--- src/rtl/power_pkg.sv ---
// Shared types and constants for the square-and-multiply power controller.
package power_pkg;

  typedef enum logic [2:0] {
    S_IDLE,
    S_CHECK,
    S_MUL_ISSUE,
    S_MUL_WAIT,
    S_SQR_ISSUE,
    S_SQR_WAIT,
    S_DONE
  } power_state_t;

  localparam logic [1:0] SEL_MUL    = 2'b00;
  localparam logic [1:0] SEL_SQR    = 2'b01;
  localparam logic [7:0] RESULT_ONE = 8'd1;
  localparam logic [3:0] OPS_MAX    = 4'd15;

endpackage

--- src/rtl/wait_timer.sv ---
// Clearable up-counter that flags the last permitted wait cycle.
// Only instantiated by power_controller when POWER_TIMEOUT_EN is defined.
module wait_timer #(
  parameter int LIMIT = 64
) (
  input  logic clk,
  input  logic rst,
  input  logic clr,
  input  logic en,
  output logic tc
);

  localparam int CW = $clog2(LIMIT) + 1;

  logic [CW-1:0] count;

  // tc is raised during the LIMIT-th enabled cycle since the last clear
  assign tc = en && (count == CW'(LIMIT - 1));

  // Count enabled cycles; a clear restarts the window for the next request
  always_ff @(posedge clk or posedge rst) begin
    if (rst) begin
      count <= '0;
    end else if (clr) begin
      count <= '0;
    end else if (en && !tc) begin
      count <= count + CW'(1);
    end
  end

endmodule

--- src/rtl/power_controller.sv ---
// base^exp mod 256 by right-to-left square-and-multiply, sequencing a shared
// shift-add Multiplier through multiply (r*b) and square (b*b) requests.
// Optional feature: define POWER_TIMEOUT_EN to abort a request that waits
// TIMEOUT_CYC cycles without mul_done (err=1, result=0).
module power_controller
  import power_pkg::*;
#(
  parameter int EXP_W       = 4,
  parameter int TIMEOUT_CYC = 64
) (
  input  logic             clk,
  input  logic             CLR,
  input  logic             start,
  input  logic [7:0]       base,
  input  logic [EXP_W-1:0] exp,
  output logic             busy,
  output logic             done,
  output logic [7:0]       result,
  output logic             err,
  output logic [3:0]       ops,
  output logic             mul_enter,
  output logic [1:0]       mul_sel,
  output logic [7:0]       mul_a,
  output logic [7:0]       mul_b,
  input  logic [7:0]       mul_p,
  input  logic             mul_done
);

  power_state_t     state, state_nx;
  logic [7:0]       r;        // result accumulator
  logic [7:0]       b;        // running square of base
  logic [EXP_W-1:0] e;        // remaining exponent bits
  logic [EXP_W-1:0] e_shr;
  logic             res_ld;
  logic [7:0]       res_val;
  logic             to_hit;
  logic             in_wait;

  assign e_shr   = e >> 1;
  assign in_wait = (state == S_MUL_WAIT) || (state == S_SQR_WAIT);
  assign busy    = (state != S_IDLE) && (state != S_DONE);
  assign done    = (state == S_DONE);

`ifdef POWER_TIMEOUT_EN
  // The timer window restarts on every issue cycle, so each request gets its own budget
  wait_timer #(
    .LIMIT(TIMEOUT_CYC)
  ) u_wait_timer (
    .clk(clk),
    .rst(CLR),
    .clr(mul_enter),
    .en (in_wait),
    .tc (to_hit)
  );

  // err is cleared by an accepted start and set only by an abort
  always_ff @(posedge clk or posedge CLR) begin
    if (CLR) begin
      err <= 1'b0;
    end else if ((state == S_IDLE) && start) begin
      err <= 1'b0;
    end else if (in_wait && !mul_done && to_hit) begin
      err <= 1'b1;
    end
  end
`else
  logic unused_timeout_cfg;
  assign unused_timeout_cfg = (TIMEOUT_CYC > 0);
  assign to_hit = 1'b0;
  assign err    = 1'b0;
`endif

  // Next state, multiplier operand drive and result load selection
  always_comb begin
    state_nx  = state;
    mul_enter = 1'b0;
    mul_sel   = '0;
    mul_a     = '0;
    mul_b     = '0;
    res_ld    = 1'b0;
    res_val   = '0;
    case (state)
      S_IDLE: begin
        if (start) state_nx = S_CHECK;
      end
      S_CHECK: begin
        if (e == '0) begin
          state_nx = S_DONE;
          res_ld   = 1'b1;
          res_val  = r;
        end else if (e[0]) begin
          state_nx = S_MUL_ISSUE;
        end else begin
          state_nx = S_SQR_ISSUE;
        end
      end
      S_MUL_ISSUE: begin
        mul_enter = 1'b1;
        mul_sel   = SEL_MUL;
        mul_a     = r;
        mul_b     = b;
        state_nx  = S_MUL_WAIT;
      end
      S_MUL_WAIT: begin
        mul_sel = SEL_MUL;
        mul_a   = r;
        mul_b   = b;
        if (mul_done) begin
          // the last set bit needs no trailing square
          if (e_shr == '0) begin
            state_nx = S_DONE;
            res_ld   = 1'b1;
            res_val  = mul_p;
          end else begin
            state_nx = S_SQR_ISSUE;
          end
        end else if (to_hit) begin
          state_nx = S_DONE;
          res_ld   = 1'b1;
          res_val  = '0;
        end
      end
      S_SQR_ISSUE: begin
        mul_enter = 1'b1;
        mul_sel   = SEL_SQR;
        mul_a     = b;
        mul_b     = b;
        state_nx  = S_SQR_WAIT;
      end
      S_SQR_WAIT: begin
        mul_sel = SEL_SQR;
        mul_a   = b;
        mul_b   = b;
        if (mul_done) begin
          state_nx = S_CHECK;
        end else if (to_hit) begin
          state_nx = S_DONE;
          res_ld   = 1'b1;
          res_val  = '0;
        end
      end
      S_DONE: begin
        state_nx = S_IDLE;
      end
      default: begin
        state_nx = S_IDLE;
      end
    endcase
  end

  // Control state and visible outputs; CLR abandons any in-flight request
  always_ff @(posedge clk or posedge CLR) begin
    if (CLR) begin
      state  <= S_IDLE;
      result <= '0;
      ops    <= '0;
    end else begin
      state <= state_nx;
      if ((state == S_IDLE) && start) begin
        ops <= '0;
      end else if (mul_enter && (ops != OPS_MAX)) begin
        ops <= ops + 4'd1;
      end
      if (res_ld) begin
        result <= res_val;
      end
    end
  end

  // Working registers: loaded on start, updated as products come back
  always_ff @(posedge clk) begin
    case (state)
      S_IDLE: begin
        if (start) begin
          r <= RESULT_ONE;
          b <= base;
          e <= exp;
        end
      end
      S_CHECK: begin
        if ((e != '0) && !e[0]) e <= e_shr;
      end
      S_MUL_WAIT: begin
        if (mul_done) begin
          r <= mul_p;
          e <= e_shr;
        end
      end
      S_SQR_WAIT: begin
        if (mul_done) b <= mul_p;
      end
      default: begin
      end
    endcase
  end

endmodule

--- config.mk ---
export PLATFORM = sky130hd
export DESIGN_NAME = power_controller
export DESIGN_NICKNAME = d
export VERILOG_FILES = /design/src/rtl/power_pkg.sv /design/src/rtl/wait_timer.sv /design/src/rtl/power_controller.sv
export SDC_FILE = /design/constraint.sdc
export NUM_CORES = 1
export LEC_CHECK = 0
export ABC_AREA = 1
export BUFFER_PORTS_ARGS = -buffer_cell sky130_fd_sc_hd__buf_2
export CELL_PAD_IN_SITES_DETAIL_PLACEMENT = 1
export CELL_PAD_IN_SITES_GLOBAL_PLACEMENT = 1
export CORE_UTILIZATION = 34
export DETAILED_ROUTE_END_ITERATION = 10
export MAX_ROUTING_LAYER = met4
export PLACE_DENSITY_LB_ADDON = 0.2
export SLEW_MARGIN = 15
export SYNTH_ARGS = -nofsm -noshare
export SYNTH_HDL_FRONTEND = slang
export SYNTH_SLANG_ARGS = --single-unit
--- constraint.sdc ---
create_clock -name clk -period 1.8 [get_ports clk]
set_clock_uncertainty 0.1 [all_clocks]
set_input_delay 0.36 -clock clk [delete_from_list [all_inputs] [get_ports clk]]
set_output_delay 0.36 -clock clk [all_outputs]
set_load 0.005 [all_outputs]
Word-level counts from Yosys, hierarchy flattened
Cells that the tools add are included.
{"block": "word_totals", "output_inout_bits": 34, "regBits": 35}
{"block": "classes", "n_eq_ne": 12, "n_reduce_logical": 22, "n_addsub": 1, "n_mux": 30}
{"operator": "$pmux W8 S2", "count": 4}
{"operator": "$mux W8", "count": 7}
{"operator": "$mux W4", "count": 5}
{"operator": "$pmux W3 S6", "count": 1}
{"operator": "$mux W3", "count": 5}
{"operator": "$pmux W4 S3", "count": 1}
{"operator": "$eq A3 B3 Y1 const B", "count": 3}
{"operator": "$reduce_and A3 Y1", "count": 3}
{"operator": "$logic_not A4 Y1", "count": 2}
{"operator": "$ne A2 B2 Y1 const B", "count": 4}
{"operator": "$eq A3 B2 Y1 const B", "count": 2}
{"operator": "$reduce_bool A2 Y1", "count": 3}
{"operator": "$reduce_bool A3 Y1", "count": 2}
{"operator": "$reduce_or A2 Y1", "count": 3}
{"operator": "$mux W1", "count": 5}
{"operator": "$add A4 B1 Y4 const B", "count": 1}
{"operator": "$logic_and A1 B1 Y1", "count": 4}
{"operator": "$ne A4 B4 Y1 const B", "count": 1}
{"operator": "$reduce_and A4 Y1", "count": 1}
{"operator": "$reduce_bool A4 Y1", "count": 1}
{"operator": "$reduce_or A4 Y1", "count": 1}
{"operator": "$eq A3 B1 Y1 const B", "count": 1}
{"operator": "$logic_not A3 Y1", "count": 1}
{"operator": "$ne A3 B3 Y1 const B", "count": 1}
{"operator": "3 further kinds", "count": 3}

Logic depth before layout (Yosys ltp)
{"block": "logic_depth", "word_depth": 6, "ltp_mapped": 8, "mapped_depth_nobuf": 7}

Worst setup path after synthesis
No wires, ideal clock.
{"block": "synth_timing", "path_type": "register to register", "from": "register state[2]", "to": "register b[0] (enable)", "required_ns": 1.325, "period_less_slack_ns": 1.824, "setup_slack_ns": -0.024, "arrival_time_ns": 1.348, "stages_incl_launch_ff": 8, "setup_ns": 0.375, "path_cell_list": "dfrtp_1 inv_4 nor2_4 nand2_2 nor2_1 inv_1 nand2_1 a21oi_1"}
{"block": "synth_via", "elab_chain_cells": 3, "elab_cells_between_ends": 6, "cone_classes": "eq/ne: 3; reduce/logical: 3"}
{"element": "start, declared", "line_no": "power_controller.sv:29", "text": "power_state_t state, state_nx;"}
{"element": "start signal, assigned", "line_no": "power_controller.sv:158", "text": "state <= state_nx;"}
{"element": "$eq A3 B3 Y1 / $logic_not A3 Y1 (equally long branches)", "line_no": "power_controller.sv:172", "text": "case (state)"}
{"element": "$ne A2 B2 Y1 (no source line) / $reduce_bool A2 Y1 (equally long branches)"}
{"element": "$reduce_and A3 Y1 (no source line) *"}
{"element": "end signal, assigned", "line_no": "power_controller.sv:176", "text": "b <= base;"}
{"element": "end signal, assigned", "line_no": "power_controller.sv:190", "text": "if (mul_done) b <= mul_p;"}
{"element": "end, declared", "line_no": "power_controller.sv:31", "text": "logic [7:0] b;"}
Every way passes the cells marked *; elsewhere a longest branch is shown, timed or not.
A chain may end at the register's enable or synchronous reset.

Final worst setup path
{"block": "layout_timing", "from": "register state[2]", "to": "output mul_enter"}
{"block": "layout_via", "elab_chain_cells": 3, "elab_cells_between_ends": 4, "cone_classes": "eq/ne: 2; mux: 1; reduce/logical: 1"}
{"element": "$eq A3 B3 Y1 / $eq A3 B2 Y1 (equally long branches)", "line_no": "power_controller.sv:82", "text": "case (state)"}
{"element": "$reduce_or A2 Y1 (no source line) *"}
{"element": "$mux W1 *", "line_no": "power_controller.sv:82"}
{"element": "end, declared", "line_no": "power_controller.sv:21", "text": "output logic mul_enter,"}
Marks and branches as above.

==> flow_summary_export.csv <==
group,metric,value,unit
yosys,synth_cell_types,28,
drt,drc,0,
placed_design,dpl_cell_area,0.00243,mm^2
drt,drtPass1Iterations,4,
yosys,syn_area_per_cell,8.32,um^2
timing,tns,-1.47,ns
global_routing,antenna_found_initial,0,
pwr,vdd_drop_max,0.824,mV
setup_path,arrival,1.44,ns
global_routing,grt_pass1_wl,9.34,mm
setup_path,crit_top_cell,"buf_4",
yosys,synth_top_area_cell,"edfxtp_1",
timing,setup_violations,18,
setup_path,cpPeakStageDelay,0.48,ns
setup_path,cp_max_fo,4,
clock_tree,numClockSinks,35,
drt,routedWlPerCell,15.0,um
timing,relSlewSlack,0.603,
yosys,synth_simple_gate_area_frac,0.323,
outcome,status,"complete, but fails checks",
drt,routed_wl,5.94,mm
clock_tree,clk_path_buf_depth,2,
timing,layout_min_cycle_time,1.90,ns
drt,met3_length,171,um
timing,worstMarginPinSlew,0.595,ns
global_routing,grt_max_degree,16,
cells_and_area,fin_area,0.00278,mm^2
drt,drtAntennaViolNets,0,
global_routing,grt_pass1_vias,1943,
yosys,syn_inst,239,
yosys,synthAdderAreaFrac,0.00629,
drt,dr.first_iter.drc_count,64,
placed_design,dpl.hpwl,4.23,mm
global_routing,grt.overflow.total,0,
die,dieWidth,78.5,um
setup_path,critPathRequiredTime,1.34,ns
timing,fin_crit_sh,1.05,
clock_tree,h-tree-depth,2,
die,initial_core_util,0.357,
die,num_io_pins,58,
cells_and_area,syn2layout_area_growth,39.6,%
die,row_count,27,
clock_tree,root_buffer,"clkbuf_8",
cells_and_area,diodes,0,
cells_and_area,final_cells,397,
pwr,power.density,1810,mW/mm^2
outcome,violations,"setup timing",
die,die_h,78.5,um
setup_path,path_cells,"nor2_4 -> nand2_4 -> buf_4 -> buf_4 -> o21ai_4 -> buf_2",
placed_design,io_buffers,55,
run,cap_violations,0,
placed_design,dp_cells,377,
timing,fin_ws,-0.0980,ns
yosys,yosysSeqAreaShare,0.491,
placed_design,dp_slack,0.0239,ns
global_routing,grt_usage,0.203,
cells_and_area,drive_above_1_share,0.385,
setup_path,critPathSlowestCell,"dfrtp_2",
die,dieArea,0.00616,mm^2
timing,whs,0.0253,ns
drt,viasPerCell,4.89,
cells_and_area,post-route-util,0.498,
yosys,synth.top_cell.area_share,0.302,
placed_design,place_congestion,0.831,
pwr,power,5.02,mW
die,coreArea,0.00557,mm^2
drt,met2_wirelength,3.04,mm
drt,vias,1943,
yosys,synth_warnings,0,
yosys,synth-compound-area-share,0.0824,
pwr,power_leakage,1.44,nW
clock_tree,clock_latency,0.29,ns
worst_hold_path,worstHoldPathType,"input port to async pin",
drt,wl_met1,2.66,mm
clock_tree,cts_buffers,5,
setup_path,critPathCaptureType,"primary output",
timing,grt_setup_unrepaired,"true",
yosys,ys_top_cells_by_area,"edfxtp_1 (30%), dfrtp_1 (19%), nand2_1 (10%), nor2_1 (7.0%), nand3_1 (6.5%)",
yosys,ys_seq_elements,35,
timing,slew_viol_final,0,
yosys,synth-xor-area-share,0.00440,
cells_and_area,layout.nets,349,
timing,hold_viol,0,
clock_tree,tritoncts,"done",
yosys,synth_top_family_by_area,"simple AND/OR/NAND/NOR gates",
setup_path,critPathLaunchType,"flop",
yosys,synth_area,0.00199,mm^2
yosys,synth.area.mux_share,0,
setup_path,setup.worst_path.class,"flop to primary output",
timing,fmax,527,MHz
clock_tree,clk_pin_slew,0.07,ns
drt,topRoutingLayerUsed,"met4",
[placed cells by master, fill, tap and decap left out, types with 2 or more instances in the layout]
master,instances
inv_1,25
clkbuf_8,6
buf_6,6
dfrtp_1,12
nor2_1,35
conb_1,2
nand2_2,7
a22o_1,8
nor2_4,4
nand2_4,7
buf_12,2
nand3_4,2
o21ai_0,2
nor3_1,8
edfxtp_1,20
buf_8,2
a21oi_2,2
nand3_1,25
buf_2,54
nand4_1,3
nand3b_1,2
buf_4,20
inv_2,3
nand2_1,44
dfrtp_2,3
o21ai_1,8
[worst max-delay path, delay by kind of cell, from the launching register on]
| kind | cells | cell delay, ns |
|---|---|---|
| AO/OA/AOI/OAI | 1 | 0.05 |
| buffers and inverters | 3 | 0.40 |
| AND/OR/NAND/NOR | 2 | 0.23 |
| flip-flops | 1 | 0.48 |
[sequential cells by signal (all words and copies together), names as in the netlist]
name    count
b           8
r           8
result      8
e           4
ops         4
state       3
[per-layer routing]
| metal | GRT usage | vias to the layer above |
|---|---|---|
| met5 | - | - |
| met4 | 0.0500 | 0 |
| met3 | 0.0337 | 5 |
| met2 | 0.349 | 34 |
| met1 | 0.249 | 950 |
| li1 | - | 954 |
[final timing paths]
path	start	depth (start not counted)	slack, ns	to
max	state[2]	6	-0.1	mul_enter
min	CLR	2	0.03	result[0]
max reg2reg	state[0]	8	0.02	r[7]
min reg2reg	result[7]	2	0.43	result[7]
max in group asynchronous	CLR	2	1.15	state[0]
min in group clk	exp[0]	3	0.24	e[0]
[cells in the mapped netlist]
library cell	number
a22o_1	8
nand3_4	1
nor2_2	1
conb_1	1
nand3_1	26
inv_1	29
o21ai_0	2
o21ai_1	8
buf_4	3
ha_1	1
o211ai_1	1
nor2_1	37
o21ai_4	1
nand4_1	3
xor2_1	1
buf_6	4
nand2_4	1
nand2_2	4
nand2_1	53
dfrtp_1	15
edfxtp_1	20
nor2_4	2
nor3_1	8
nand3b_1	2
inv_4	1
a21oi_1	4
nand3_2	1
nor3b_1	1
[power by group]
| part | switching, mW | internal [mW] |
|---|---|---|
| registers | 0.305 | 1.34 |
| logic | 1.50 | 1.27 |
| clock network | 0.294 | 0.307 |
| total | 2.10 | 2.92 |
[logic make-up after synthesis]
logic type               count (synthesis)
AND/OR/NAND/NOR                        140
XOR/XNOR                                 1
adder cells (fa/ha/maj)                  1
buffers and inverters                   37
AO/OA/AOI/OAI                           24
other                                    1
flip-flops                              35
[area by class of cell]
type / instances / area (um^2)
Clock inverter: 1 / 3.75
Timing Repair Buffer: 84 / 558
Tap cell: 72 / 90.1
Inverter: 30 / 120
Clock buffer: 7 / 86.3
Sequential cell: 35 / 980
Fill cell: 685 / 2800
Multi-Input combinational cell: 168 / 938
[timing repair]
action                                  in CTS  in global routing
hold endpoints to repair                     0                  0
endpoints found under the setup margin      19                 48
pin swaps                                    1                  5
resized for setup                           13                 31
hold buffers                                 0                  0
setup buffers                                7                  5
Note: power is estimated with default switching activity, not from simulation.
